### src/rtl/rx_lp_detector_pkg.sv
// Shared D-PHY LP line-state constants and RX low-power FSM state encodings.
package rx_lp_detector_pkg;

    localparam logic [1:0] LP_11 = 2'b11;
    localparam logic [1:0] LP_01 = 2'b01;
    localparam logic [1:0] LP_10 = 2'b10;
    localparam logic [1:0] LP_00 = 2'b00;

    typedef enum logic [2:0] {
        RxStop     = 3'd0,
        RxHsRqst   = 3'd1,
        RxHsPrpr   = 3'd2,
        RxHsActive = 3'd3,
        RxErrWait  = 3'd4
    } rx_state_e;

endpackage

### src/rtl/lp_line_sync.sv
// Two-flop synchronizer for the LP line pair, plus an optional glitch filter
// compiled in when RX_LP_GLITCH_FILTER_EN is defined.
module lp_line_sync #(
    parameter int unsigned FILTER_CYC = 1
) (
    input  logic       clk,
    input  logic       rst_n,
    input  logic       dp,
    input  logic       dn,
    output logic [1:0] lp
);

    if (FILTER_CYC < 1 || FILTER_CYC > 7) begin : g_bad_filter_cyc
        $error("FILTER_CYC must be in 1..7");
    end

    logic [1:0] sync1_q, sync2_q;

    always_ff @(posedge clk or negedge rst_n) begin
        if (!rst_n) begin
            sync1_q <= 2'b11;
            sync2_q <= 2'b11;
        end else begin
            sync1_q <= {dp, dn};
            sync2_q <= sync1_q;
        end
    end

`ifdef RX_LP_GLITCH_FILTER_EN
    logic [1:0] lp_q, cand_q;
    logic [2:0] cnt_q, cnt_nxt;

    // A run restarts whenever the synchronized value differs from the one being counted.
    always_comb begin
        cnt_nxt = 3'd1;
        if (sync2_q == cand_q && cnt_q != 3'd0) cnt_nxt = cnt_q + 3'd1;
    end

    always_ff @(posedge clk or negedge rst_n) begin
        if (!rst_n) begin
            lp_q   <= 2'b11;
            cand_q <= 2'b11;
            cnt_q  <= 3'd0;
        end else if (sync2_q == lp_q) begin
            cnt_q  <= 3'd0;
        end else if (cnt_nxt >= 3'(FILTER_CYC)) begin
            lp_q   <= sync2_q;
            cnt_q  <= 3'd0;
        end else begin
            cand_q <= sync2_q;
            cnt_q  <= cnt_nxt;
        end
    end

    assign lp = lp_q;
`else
    assign lp = sync2_q;
`endif

endmodule

### src/rtl/rx_lp_detector.sv
// D-PHY RX data-lane low-power detector: recognizes LP-11/01/00 HS entry and
// LP-11 burst end. Optional glitch filter via RX_LP_GLITCH_FILTER_EN.
module rx_lp_detector
    import rx_lp_detector_pkg::*;
#(
    parameter int unsigned SETTLE_CYC = 3,
    parameter int unsigned FILTER_CYC = 1
) (
    input  logic       RX_BYTE_clk,
    input  logic       RX_rst_n,
    input  logic       Dp,
    input  logic       Dn,
    output logic       RX_TERM_EN,
    output logic       RX_HS_EN,
    output logic       RX_HS_END_DATA,
    output logic       RX_ERR_SOT,
    output logic       RX_STOP_STATE,
    output logic [1:0] RX_LP_STATE
);

    if (SETTLE_CYC < 1 || SETTLE_CYC > 15) begin : g_bad_settle_cyc
        $error("SETTLE_CYC must be in 1..15");
    end

    localparam logic [3:0] SettleLast = 4'(SETTLE_CYC - 1);

    logic [1:0] lp;
    rx_state_e  state_q;
    logic [3:0] settle_q;
    logic       hs_end_q, err_sot_q;

    lp_line_sync #(
        .FILTER_CYC(FILTER_CYC)
    ) u_sync (
        .clk   (RX_BYTE_clk),
        .rst_n (RX_rst_n),
        .dp    (Dp),
        .dn    (Dn),
        .lp    (lp)
    );

    always_ff @(posedge RX_BYTE_clk or negedge RX_rst_n) begin
        if (!RX_rst_n) begin
            state_q   <= RxStop;
            settle_q  <= 4'd0;
            hs_end_q  <= 1'b0;
            err_sot_q <= 1'b0;
        end else begin
            hs_end_q  <= 1'b0;
            err_sot_q <= 1'b0;
            case (state_q)
                RxStop: begin
                    // Escape mode is unsupported, so LP-10 is as illegal as LP-00.
                    if (lp == LP_01) begin
                        state_q <= RxHsRqst;
                    end else if (lp != LP_11) begin
                        state_q   <= RxErrWait;
                        err_sot_q <= 1'b1;
                    end
                end
                RxHsRqst: begin
                    if (lp == LP_00) begin
                        state_q  <= RxHsPrpr;
                        settle_q <= 4'd0;
                    end else if (lp != LP_01) begin
                        state_q   <= RxErrWait;
                        err_sot_q <= 1'b1;
                    end
                end
                RxHsPrpr: begin
                    if (lp != LP_00) begin
                        state_q   <= RxErrWait;
                        err_sot_q <= 1'b1;
                    end else if (settle_q == SettleLast) begin
                        state_q <= RxHsActive;
                    end else if (settle_q != 4'hf) begin
                        settle_q <= settle_q + 4'd1;
                    end
                end
                RxHsActive: begin
                    // HS swing can toggle the LP receivers; only LP-11 ends the burst.
                    if (lp == LP_11) begin
                        state_q  <= RxStop;
                        hs_end_q <= 1'b1;
                    end
                end
                RxErrWait: begin
                    if (lp == LP_11) state_q <= RxStop;
                end
                default: state_q <= RxStop;
            endcase
        end
    end

    assign RX_TERM_EN     = (state_q == RxHsPrpr) || (state_q == RxHsActive);
    assign RX_HS_EN       = (state_q == RxHsActive);
    assign RX_STOP_STATE  = (state_q == RxStop);
    assign RX_HS_END_DATA = hs_end_q;
    assign RX_ERR_SOT     = err_sot_q;
    assign RX_LP_STATE    = lp;

endmodule

### config.mk
export PLATFORM = sky130hd
export DESIGN_NAME = rx_lp_detector
export DESIGN_NICKNAME = d
export VERILOG_FILES = /design/src/rtl/rx_lp_detector_pkg.sv /design/src/rtl/lp_line_sync.sv /design/src/rtl/rx_lp_detector.sv
export SDC_FILE = /design/constraint.sdc
export NUM_CORES = 1
export LEC_CHECK = 0
export ABC_AREA = 1
export BUFFER_PORTS_ARGS = -buffer_cell sky130_fd_sc_hd__buf_2
export CAP_MARGIN = 20
export CORE_MARGIN = 8
export CORE_UTILIZATION = 45
export DETAILED_ROUTE_END_ITERATION = 10
export HOLD_SLACK_MARGIN = 0.08
export PLACE_DENSITY_LB_ADDON = 0.25
export SYNTH_ARGS = -nofsm -noshare
export SYNTH_HDL_FRONTEND = slang
export SYNTH_SLANG_ARGS = --single-unit
### constraint.sdc
create_clock -name RX_BYTE_clk -period 2.2 [get_ports RX_BYTE_clk]
set_clock_uncertainty 0.1 [all_clocks]
set_input_delay 0.44 -clock RX_BYTE_clk [delete_from_list [all_inputs] [get_ports RX_BYTE_clk]]
set_output_delay 0.44 -clock RX_BYTE_clk [all_outputs]
set_load 0.1 [all_outputs]
Word-level counts from Yosys, hierarchy flattened
Index checks and enable logic that the tools add are counted.
Widths: inputs -> output; s select.
- add/sub/neg operators: 1
- $mul: 0
- divide/modulo/power cells: 0
- magnitude comparators: 0
- eq/ne operators: 18
- shift operators: 0
- multiplexer cells: 21
- bitwise gates (word level): 0
- reductions and logical operators: 8
- operators by type and width (cell ; number):
    $mux 3 ; 7
    $mux 4 ; 4
    $pmux 3 s4 ; 1
    $ne 2x2->1 const B ; 5
    $pmux 4 s2 ; 1
    $mux 1 ; 7
    $eq 3x2->1 const B ; 2
    $ne 3x3->1 const B ; 2
    $reduce_and 5->1 ; 1
    $add 4x1->4 const B ; 1
    $eq 4x2->1 const B ; 1
    $ne 2x1->1 const B ; 2
    $ne 4x4->1 const B ; 1
    $reduce_and 4->1 ; 1
    $reduce_bool 2->1 ; 2
    $eq 3x1->1 const B ; 1
    $eq 3x3->1 const B ; 1
    $logic_not 3->1 ; 1
    $ne 3x1->1 const B ; 1
    $pmux 1 s3 ; 1
    $eq 2x1->1 const B ; 1
    $eq 2x2->1 const B ; 1
    $logic_not 2->1 ; 1
    $reduce_or 2->1 ; 1
    $logic_or 1x1->1 ; 1
- bits in registers: 13
- latch bits: 0
- memory bits (writable): 0
- bits in read-only memories: 0
- input port bits: 4
- output and inout bits: 7
- word-level logic and storage cells: 54
- memories: 0

Longest topological paths before layout
Gate-level depths: netlist (run 1).
- word-level depth: 5
- depth in mapped cells: 8
- depth with buffers taken out: 8

Hierarchy
From an unflattened synthesis (run 1), not the netlist that was laid out.
- cell total of the unflattened synthesis: 91
- area total of the unflattened synthesis: 764.5 µm²
- modules (own cells, without submodules) (module ; times used ; cells each ; area each (µm²) ; seq. area each (µm²)):
    rx_lp_detector ; 1 ; 87 ; 659.4 ; 225.2
    lp_line_sync ; 1 ; 4 ; 105.1 ; 105.1

Worst setup path after synthesis (run 1)
OpenSTA, ideal clock, no wires.
- path kind: flip-flop to output port
- start: register state_q[1]
- end: output port RX_HS_EN
- arrival time: 1.811 ns
- required time: 1.660 ns
- slack: -0.151 ns
- cell stages (with the launch flop): 3
- buffers on the path: 0
- path through: dfrtp_1 nand2_1 nor2_1
- cells in the longest elaborated chain, start to end: 1
- ends and longest elaborated chain (element ; RTL line ; RTL):
    start, declared ; rx_lp_detector.sv:28 ; rx_state_e state_q;
    start signal, assigned ; rx_lp_detector.sv:44 ; state_q <= RxStop;
    start signal, assigned ; rx_lp_detector.sv:55 ; state_q <= RxHsRqst;
    start signal, assigned ; rx_lp_detector.sv:57 ; state_q <= RxErrWait;
    $eq 3x2->1 ; rx_lp_detector.sv:96 ; assign RX_HS_EN = (state_q == RxHsActive);
    end, declared ; rx_lp_detector.sv:14 ; output logic RX_HS_EN,
Every way passes these cells.

Worst setup path after layout (run 1)
- start: register state_q[1]
- end: output port RX_STOP_STATE
- cells in the longest elaborated chain, start to end: 1
- ends and longest elaborated chain (element ; RTL line ; RTL):
    $logic_not 3->1 ; rx_lp_detector.sv:97 ; assign RX_STOP_STATE = (state_q == RxStop);
    end, declared ; rx_lp_detector.sv:17 ; output logic RX_STOP_STATE,
Every way passes these cells.

==> results of run 1 <==
sequential cells by signal, indices dropped and copies added (netlist names):
name            cells
RX_ERR_SOT          1
RX_HS_END_DATA      1
settle_q            4
state_q             3
u_sync.lp           2
u_sync.sync1_q      2
per-layer routing:
layer  vias up  global-route usage [%]  share of wire (%)
met2         8                   12.98                 43
met1       267                   11.37                 50
li1        315                       -                  -
met4         0                   6.186                2.8
met3         5                   2.511                3.6
met5         -                       0                  0
Yosys cell counts:
master   instances
nor2_8           1
nand2_2          4
inv_2            1
a21oi_1          1
nor2_2           3
nand3_2          1
dfstp_2          4
inv_1            9
dfrtp_1          9
xnor2_1          1
nand2_1         18
nand3_1          8
ha_1             2
nand4_1          1
nor3_1           2
o21ai_0          3
nor2_4           1
nor2_1          17
o21ai_1          3
a21oi_2          1
report_power, final:
| group | leakage, nW | switching (mW) | internal, mW | total, mW |
|---|---|---|---|---|
| clock | 0.0150 | 0.0805 | 0.0704 | 0.151 |
| sequential | 0.164 | 0.0491 | 0.275 | 0.324 |
| combinational | 0.230 | 0.342 | 0.0940 | 0.436 |
| total | 0.410 | 0.472 | 0.439 | 0.911 |
final timing paths:
path                                      to               from  depth (start not counted)
setup / recovery               RX_STOP_STATE         state_q[1]                          4
hold / removal             u_sync.sync1_q[1]                 Dp                          1
setup reg to reg                 settle_q[2]         state_q[1]                          7
hold reg to reg                 u_sync.lp[0]  u_sync.sync1_q[0]                          0
max in group asynchronous  u_sync.sync1_q[0]           RX_rst_n                          2
min in group asynchronous        settle_q[1]           RX_rst_n                          2
timing repair:
item,4_1_cts,5_1_grt
gates resized for setup,0,0
hold buffers,1,0
hold endpoints to repair,9,0
kinds of logic after synthesis:
group           count (synthesis)  share of synthesized area (%)
fa+ha+maj                       2                          3.484
flops                          13                          45.99
compound gates                  8                          6.096
buf+inv                        10                          5.226
xor+xnor                        1                          1.220
simple gates                   56                          37.98
per-stage QoR:
stage                     area (um2)  instances  hold WS, ps  power [mW]  util (%)
after floorplan                723.2         90        44.41      0.6901         -
after CTS                      829.5        121        147.0      0.9158     55.07
after global routing           829.5        121        146.6      0.9574     55.07
after global placement         793.3        116        240.1      0.7559     52.66
final                          829.5        121        152.5      0.9113     55.07
after detailed placement       793.3        116        244.8      0.7615     52.66
layout make-up:
| class | instances | area (um2) |
|---|---|---|
| fillers | 142 | 676.9 |
| multi-input cells | 67 | 355.3 |
| flip-flops and latches | 13 | 330.3 |
| repair buffers | 11 | 60.06 |
| inverters | 10 | 37.54 |
| clock buffers | 4 | 26.28 |
| well taps | 16 | 20.02 |
==> results.toml, run 1 <==
[timing]
rsz0062_at_grt = "false"
final.setup.tns_ps = 0
hold_violations = 0
tightest_slew_ps = 486.9
finalCritPeriodShare_pct = 92.63
finalSetupViolCount = 0
timing.final.ws_setup_ps = 162.2
fin_crit_ps = 2038
relSlewSlack_pct = 67.76
slew_viol_final = 0
fmax_mhz = 490.7

[worst_setup_path]
critPathCaptureType = "primary output"
path_cells = "nor2_2 > nand2_2 > inv_1 > buf_2"
arrival_ps = 1500
crit_fanout = 7
critical_path.max_stage_delay_ps = 470
crit_required_ps = 1660
ff2ff_setup_slack_ps = 770
worst-setup-path-type = "reg -> out"
critPathSlowestCell = "dfrtp_1"
crit_buf_inv = 2
cp-start-kind = "flip-flop"
cpLargestDelayFamily = "flip-flops"

[floorplanning]
die-area_um2 = 3130
row_count = 14
die_w_um = 55.95
start_util_pct = 47.67
core-area_um2 = 1506
num_io_pins = 11
die_h_um = 55.95

[global_route]
overflow = 0
first_global_vias = 541
antenna_found_initial = 0
track_usage_pct = 9.062
grt_max_degree = 14
grt_pass1_wl_um = 2346

[job]
max_cap_viol_count = 0

[final_layout]
mostFrequentLayoutCells = "18 x nand2_1, 15 x nor2_1, 10 x buf_2, 9 x dfrtp_1, 9 x inv_1"
nets = 112
n_antenna_cell = 0
drive_above_1_share_pct = 29.52
final_common_cell = "nand2_1"
area_growth_syn_to_layout_pct = 15.51

[synthesis]
yosysWarnings = 0
postSynthAreaPerCell_um2 = 7.980
ys_seq_elements = 13
syn-num-nets = 96
syn_inst = 90
ys_top_cells_by_area = "dfrtp_1 31%, dfstp_2 15%, nand2_1 9.4%"
seq_area_frac_synth_pct = 45.99
synth.distinct_cells = 20
syn_area_um2 = 718.2
yosys.area.top_type_share_pct = 31.36
yosys.area.top_type = "dfrtp_1"

[outcome]
run_status = "finished, final reports clean"

[clocking]
clk_path_buf_depth = 2
clk_latency_ps = 280
cts_tree = "done"
cts_setup_buffers = 0
clkTransAtPathRegs_ps = 80
numClockSinks = 13
numCtsBuffers = 3
h-tree-depth = 1
cts-root-buf = "clkbuf_4"

[place]
pre_cts_ws_ps = 473.5
port_buffers = 10
dpl.hpwl_um = 986
gp_congestion = 0.8275

[power_and_ir_drop]
p_leak_nw = 0.4096
p_per_area_nw_per_um2 = 1098
peakVddDrop_mv = 0.7852

[detailed_routing]
drt_pass1_iterations = 4
initialDrtViolationCount = 8
drc = 0
vias = 595
via_per_inst = 4.917
ant_nets = 0
routed_wl_um = 1356
wl_per_cell_um = 11.21

[min_path]
hp-class = "in -> reg"
No activity file was read; power rests on OpenSTA's default activity.
==> run 2: changes to the inputs <==
--- a/config.mk
+++ b/config.mk
@@ -8,8 +8,10 @@
 export ABC_AREA = 1
 export BUFFER_PORTS_ARGS = -buffer_cell sky130_fd_sc_hd__buf_2
 export CAP_MARGIN = 20
+export CELL_PAD_IN_SITES_DETAIL_PLACEMENT = 0
+export CELL_PAD_IN_SITES_GLOBAL_PLACEMENT = 1
 export CORE_MARGIN = 8
-export CORE_UTILIZATION = 45
+export CORE_UTILIZATION = 35
 export DETAILED_ROUTE_END_ITERATION = 10
 export HOLD_SLACK_MARGIN = 0.08
 export PLACE_DENSITY_LB_ADDON = 0.25
==> constraint.sdc (replaced) <==
create_clock -name RX_BYTE_clk -period 1.75 [get_ports RX_BYTE_clk]
set_clock_uncertainty 0.1 [all_clocks]
set_input_delay 0.35 -clock RX_BYTE_clk [delete_from_list [all_inputs] [get_ports RX_BYTE_clk]]
set_output_delay 0.35 -clock RX_BYTE_clk [all_outputs]
set_load 0.1 [all_outputs]
==> run 2 against run 1 <==
- global-route usage up 0.37 points
- worst setup slack worse by 74 ps
- die area is 20% higher
- flip-flop and latch count unchanged
- routed wire length up 8.8%
- critical path depth did not move
- power is 42% higher
- clock power is 27% higher
==> results.toml, run 2 (synthesis results as in run 1) <==
[timing]
rsz0062_at_grt = "false"
hold_violations = 0
hold_ws_ps = 259.5
tightest_slew_ps = 486.8
finalSetupViolCount = 0
relSlewSlack_pct = 67.77
finalCritPeriodShare_pct = 94.98
timing.final.ws_setup_ps = 87.89
slew_viol_final = 0
fin_crit_ps = 1662
fmax_mhz = 601.6

[detailed_routing]
routed_wl_um = 1475
drc = 0
wl_per_cell_um = 10.77
initialDrtViolationCount = 8
ant_nets = 0
vias = 610
drt_pass1_iterations = 4
via_per_inst = 4.453

[final_layout]
final_common_cell = "nand2_1"
drive_above_1_share_pct = 34.55
reg_top3 = "settle_q (4), state_q (3)"
regMostFlops = "settle_q"
mostFrequentLayoutCells = "18 x nand2_1, 15 x nor2_1, 8 x inv_1, 8 x nand3_1, 6 x dfrtp_1"
area_growth_syn_to_layout_pct = 35.02
finalCoreUtilization_pct = 49.94
nets = 117
n_antenna_cell = 0
largest_register_ffs = 4

[floorplanning]
row_count = 16
core-area_um2 = 1942
start_util_pct = 36.98
num_io_pins = 11
die_w_um = 61.30
die_h_um = 61.30
die-area_um2 = 3758

[place]
gp_congestion = 0.8165
port_buffers = 10
dpl.hpwl_um = 1089
pre_cts_ws_ps = 272.4

[clocking]
numClockSinks = 13
cts_tree = "done"
clk_latency_ps = 280
cts-root-buf = "clkbuf_4"
clkTransAtPathRegs_ps = 80
h-tree-depth = 1
clk_path_buf_depth = 2
numCtsBuffers = 3

[min_path]
hp-class = "reg -> reg"
whs_path_depth = 0

[global_route]
track_usage_pct = 9.428
grt_max_degree = 14
grt_pass1_wl_um = 2594
antenna_found_initial = 0
overflow = 0
first_global_vias = 622

[worst_setup_path]
crit_fanout = 6
arrival_ps = 1210
critPathSlowestCell = "dfrtp_2"
worst-setup-path-type = "reg -> out"
critical_path.max_stage_delay_ps = 470
critPathCaptureType = "primary output"
reg2reg_depth = 7
crit_required_ps = 1300
path_cells = "nor2_4 > nand2_2 > inv_2 > buf_12"
cp-start-kind = "flip-flop"

[power_and_ir_drop]
p_seq_share_pct = 31.7
totalPowerFinal_mw = 1.291
pwr-share-clk_pct = 14.9
peakVddDrop_mv = 0.8979
pwr-share-comb_pct = 53.4
internal-power_mw = 0.6651
p_sw_share_pct = 48.46
p_leak_nw = 0.4515
p_per_area_nw_per_um2 = 1331
p_switching_mw = 0.6255

[outcome]
run_status = "finished, final reports clean"

[job]
max_cap_viol_count = 0
## run 2: cell count changes in the layout (fill, tap and decap cells not counted)
cell,before,now
nor2_4,1,2
inv_1,9,8
nor2_2,5,4
buf_12,0,5
dlygate4sd3_1,1,3
inv_2,1,2
buf_4,0,3
dfrtp_2,0,3
dfrtp_1,9,6
buf_2,10,5
## run 2: area by class of cell
class / instances / area (um2)
flip-flops and latches: 13 / 334.1
inverters: 10 / 37.54
well taps: 27 / 33.78
repair buffers: 16 / 177.7
clock buffers: 4 / 26.28
fillers: 194 / 972.2
multi-input cells: 67 / 360.3
## run 2: power groups by stage
stage / sequential [mW] / combinational, mW / clock, mW
after floorplan: 0.495 / 0.372 / 0
after global placement: 0.411 / 0.629 / 0
after detailed placement: 0.414 / 0.634 / 0
after CTS: 0.416 / 0.646 / 0.204
after global routing: 0.418 / 0.735 / 0.214
final: 0.409 / 0.689 / 0.192
## run 2: final timing paths
check / from / endpoint / slack [ps]
worst max register to register: state_q[0] / settle_q[2] / 290
max in group asynchronous: RX_rst_n / u_sync.sync1_q[0] / 880
worst max-delay path: state_q[1] / RX_STOP_STATE / 90
worst min register to register: u_sync.sync1_q[1] / u_sync.lp[1] / 260
min in group asynchronous: RX_rst_n / state_q[2] / 390
worst min-delay path: u_sync.sync1_q[1] / u_sync.lp[1] / 260
## run 2: repair_timing
action,4_1_cts,5_1_grt
hold endpoints to repair,11,0
hold buffers,3,0
resized for setup,3,2
pin swaps,0,1
endpoints found under the setup margin,1,2
buffers inserted,0,3
## run 2: worst max-delay path: cells and delay by family, from the launching register on
family,cells,cell delay (ps)
buffers and inverters,2,250
DFF,1,470
and+or+nand+nor,2,220
## run 2: metrics by stage
step	instances	setup TNS, ps	area, um2
6_report	137	0	969.7
5_1_grt	137	0	969.7
4_1_cts	134	0	945.9
3_5_place_dp	127	0	882.1
3_3_place_gp	127	0	882.1
2_1_floorplan	90	-55.14	723.2
## run 2: metal layers
| layer | vias up | GRT usage (%) | share of wire (%) |
|---|---|---|---|
| met3 | 4 | 2.505 | 3.9 |
| met5 | - | 0 | 0 |
| met4 | 0 | 5.980 | 2.2 |
| met2 | 8 | 15.67 | 47 |
| met1 | 273 | 10.36 | 47 |
| li1 | 325 | - | - |
==> run 3: changes to the inputs <==
--- a/config.mk
+++ b/config.mk
@@ -11,10 +11,12 @@
 export CELL_PAD_IN_SITES_DETAIL_PLACEMENT = 0
 export CELL_PAD_IN_SITES_GLOBAL_PLACEMENT = 1
 export CORE_MARGIN = 8
-export CORE_UTILIZATION = 35
+export CORE_UTILIZATION = 36
+export CTS_CLUSTER_DIAMETER = 200
 export DETAILED_ROUTE_END_ITERATION = 10
 export HOLD_SLACK_MARGIN = 0.08
 export PLACE_DENSITY_LB_ADDON = 0.25
 export SYNTH_ARGS = -nofsm -noshare
 export SYNTH_HDL_FRONTEND = slang
+export SYNTH_HIERARCHICAL = 1
 export SYNTH_SLANG_ARGS = --single-unit
==> run 3 against run 2 <==
- first-iteration DRC count increased by 130%
- combinational power grew 2%
- via count grew 4.1%
- largest cell class unchanged
==> results.toml, run 3 <==
[outcome]
run_status = "finished, final reports clean"

[floorplanning]
start_util_pct = 38.57
die_h_um = 62.08
row_count = 16
core-area_um2 = 1982
die-area_um2 = 3854
die_w_um = 62.08
num_io_pins = 11

[synthesis]
synth.distinct_cells = 23
ys_top_cells_by_area = "dfrtp_1 29%, dfstp_2 14%, nand2_1 9.3%"
yosys.area.top_type = "dfrtp_1"
synth_common_cells = "19 x nand2_1, 17 x nor2_1, 9 x dfrtp_1, 9 x inv_1, 7 x nand3_1"
seq_area_frac_synth_pct = 43.21
yosysWarnings = 6
yosys.area.top_type_share_pct = 29.46
synth.most_common_cell = "nand2_1"
synth-async-reset-ratio_pct = 100.0
syn_inst = 91
postSynthAreaPerCell_um2 = 8.401
syn_area_um2 = 764.5
synth_edf_count = 0
synth_flop_cell = "dfrtp_1"
syn-num-nets = 97
ys_seq_elements = 13

[clocking]
clk_latency_ps = 280
clkTransAtPathRegs_ps = 80
numCtsBuffers = 3
cts-root-buf = "clkbuf_4"
clk_path_buf_depth = 2
h-tree-depth = 1
cts_tree = "done"
numClockSinks = 13

[power_and_ir_drop]
p_leak_nw = 0.4688
pwr-share-comb_pct = 53.4
totalPowerFinal_mw = 1.312
peakVddDrop_mv = 0.9654
p_switching_mw = 0.6370
internal-power_mw = 0.6748
p_seq_share_pct = 32.1
p_per_area_nw_per_um2 = 1312
pwr-share-clk_pct = 14.6
p_sw_share_pct = 48.56

[detailed_routing]
m1WireLength_um = 715
routed_wl_um = 1468
wl_per_cell_um = 10.79
drc = 0
via_per_inst = 4.669
met2_wirelength_um = 641
dr_wl_met3_um = 75
initialDrtViolationCount = 18
ant_nets = 0
vias = 635
drt_pass1_iterations = 4
topRoutingLayerUsed = "met4"

[global_route]
grt_pass1_wl_um = 2421
antenna_found_initial = 0
overflow = 0
first_global_vias = 580
grt_max_degree = 14
track_usage_pct = 8.769

[worst_setup_path]
arrival_ps = 1220
reg2reg_depth = 7
crit_required_ps = 1300
ff2ff_setup_slack_ps = 280
r2r-start = "state_q[0]"
worstReg2RegEnd = "settle_q[1]"
critPathCaptureType = "primary output"
worst-setup-path-type = "reg -> out"
cp-start-kind = "flip-flop"
crit_fanout = 7

[place]
gp_congestion = 0.8556
placed_cells = 127
dpl.hpwl_um = 1119
port_buffers = 10

[timing]
relSlewSlack_pct = 67.71
hold_violations = 0
final.setup.tns_ps = 0
tightest_slew_ps = 487.7
fin_crit_ps = 1672
slew_viol_final = 0
finalSetupViolCount = 0
rsz0062_at_grt = "false"
finalCritPeriodShare_pct = 95.52
hold_ws_ps = 260.2
fmax_mhz = 598.2

[min_path]
whs_path_depth = 0
hp-start = "u_sync/sync1_q[1]"
hp-class = "reg -> reg"
hold_end = "u_sync/lp[1]"

[final_layout]
nets = 116
stdcell_count = 136
area_growth_syn_to_layout_pct = 30.77
drive_above_1_share_pct = 34.86
largest_register_ffs = 4
n_antenna_cell = 0
regMostFlops = "settle_q"
mostFrequentLayoutCells = "19 x nand2_1, 14 x nor2_1, 9 x inv_1, 7 x nand3_1, 6 x dfrtp_1"
final_common_cell = "nand2_1"
reg_top3 = "settle_q (4), state_q (3)"

[job]
max_cap_viol_count = 0
==> run 3: changes by cell type in the layout (fill, tap and decap cells not counted), sizes merged <==
cell	before	now
nor2	22	21
nand2	22	23
buf	13	12
==> run 3: cells by family after synthesis <==
logic type      count (synthesis)  synth area share [%]
simple gates                   56                 39.28
xor+xnor                        1                 1.146
compound gates                  8                 6.709
buf+inv                        11                 6.382
fa+ha+maj                       2                 3.273
flops                          13                 43.21
==> run 3: layout make-up <==
cell class | count | area (um2)
clock buffer | 4 | 26.28
fill | 179 | 982.2
inverter | 10 | 37.54
multi-input combinational | 67 | 397.9
sequential | 13 | 334.1
tap | 27 | 33.78
timing repair buffer | 15 | 170.2
==> run 3: power groups by stage <==
| stage | clock network [mW] | registers [mW] | logic [mW] |
|---|---|---|---|
| floorplan | 0 | 0.497 | 0.410 |
| global placement | 0 | 0.418 | 0.658 |
| detailed placement | 0 | 0.421 | 0.658 |
| CTS | 0.198 | 0.421 | 0.667 |
| global route | 0.205 | 0.429 | 0.745 |
| finish | 0.191 | 0.421 | 0.700 |
==> run 3: how the worst max path moves through the flow <==
stage	startpoint	end	slack [ps]	cells after the start
after global routing	state_q[2]	RX_STOP_STATE	10	4
after CTS	state_q[2]	RX_STOP_STATE	30	4
after floorplan	state_q[0]	RX_HS_EN	-60	2
final	state_q[2]	RX_STOP_STATE	80	4
after detailed placement	state_q[0]	RX_STOP_STATE	290	4
after global placement	state_q[0]	RX_STOP_STATE	320	4
==> run 3: metal layers <==
| layer | vias up | track usage [%] |
|---|---|---|
| li1 | 323 | - |
| met1 | 294 | 9.928 |
| met2 | 14 | 13.86 |
| met3 | 4 | 2.058 |
| met4 | 0 | 6.818 |
| met5 | - | 0 |
==> run 3: worst max-delay path: stages, from the launching register on <==
cell,delay (ps)
dfrtp_2,480
inv_2,110
nand2_2,80
inv_1,100
buf_12,180
==> run 3: metrics by stage <==
| stage | utilization (%) | cell area (um2) | setup slack, ps |
|---|---|---|---|
| 2_1_floorplan | - | 769.5 | -58.15 |
| 3_3_place_gp | 46.28 | 917.1 | 317.9 |
| 3_5_place_dp | 46.28 | 917.1 | 294.3 |
| 4_1_cts | 49.37 | 978.4 | 25.22 |
| 5_1_grt | 50.44 | 999.7 | 11.78 |
| 6_report | 50.44 | 999.7 | 78.39 |
==> run 3: what timing repair did <==
item / 4_1_cts / 5_1_grt
hold endpoints to repair: 11 / 0
resized for setup: 3 / 2
setup buffers: 0 / 2
setup endpoints to repair: 1 / 1
pin swaps: 0 / 0
hold buffers: 3 / 0
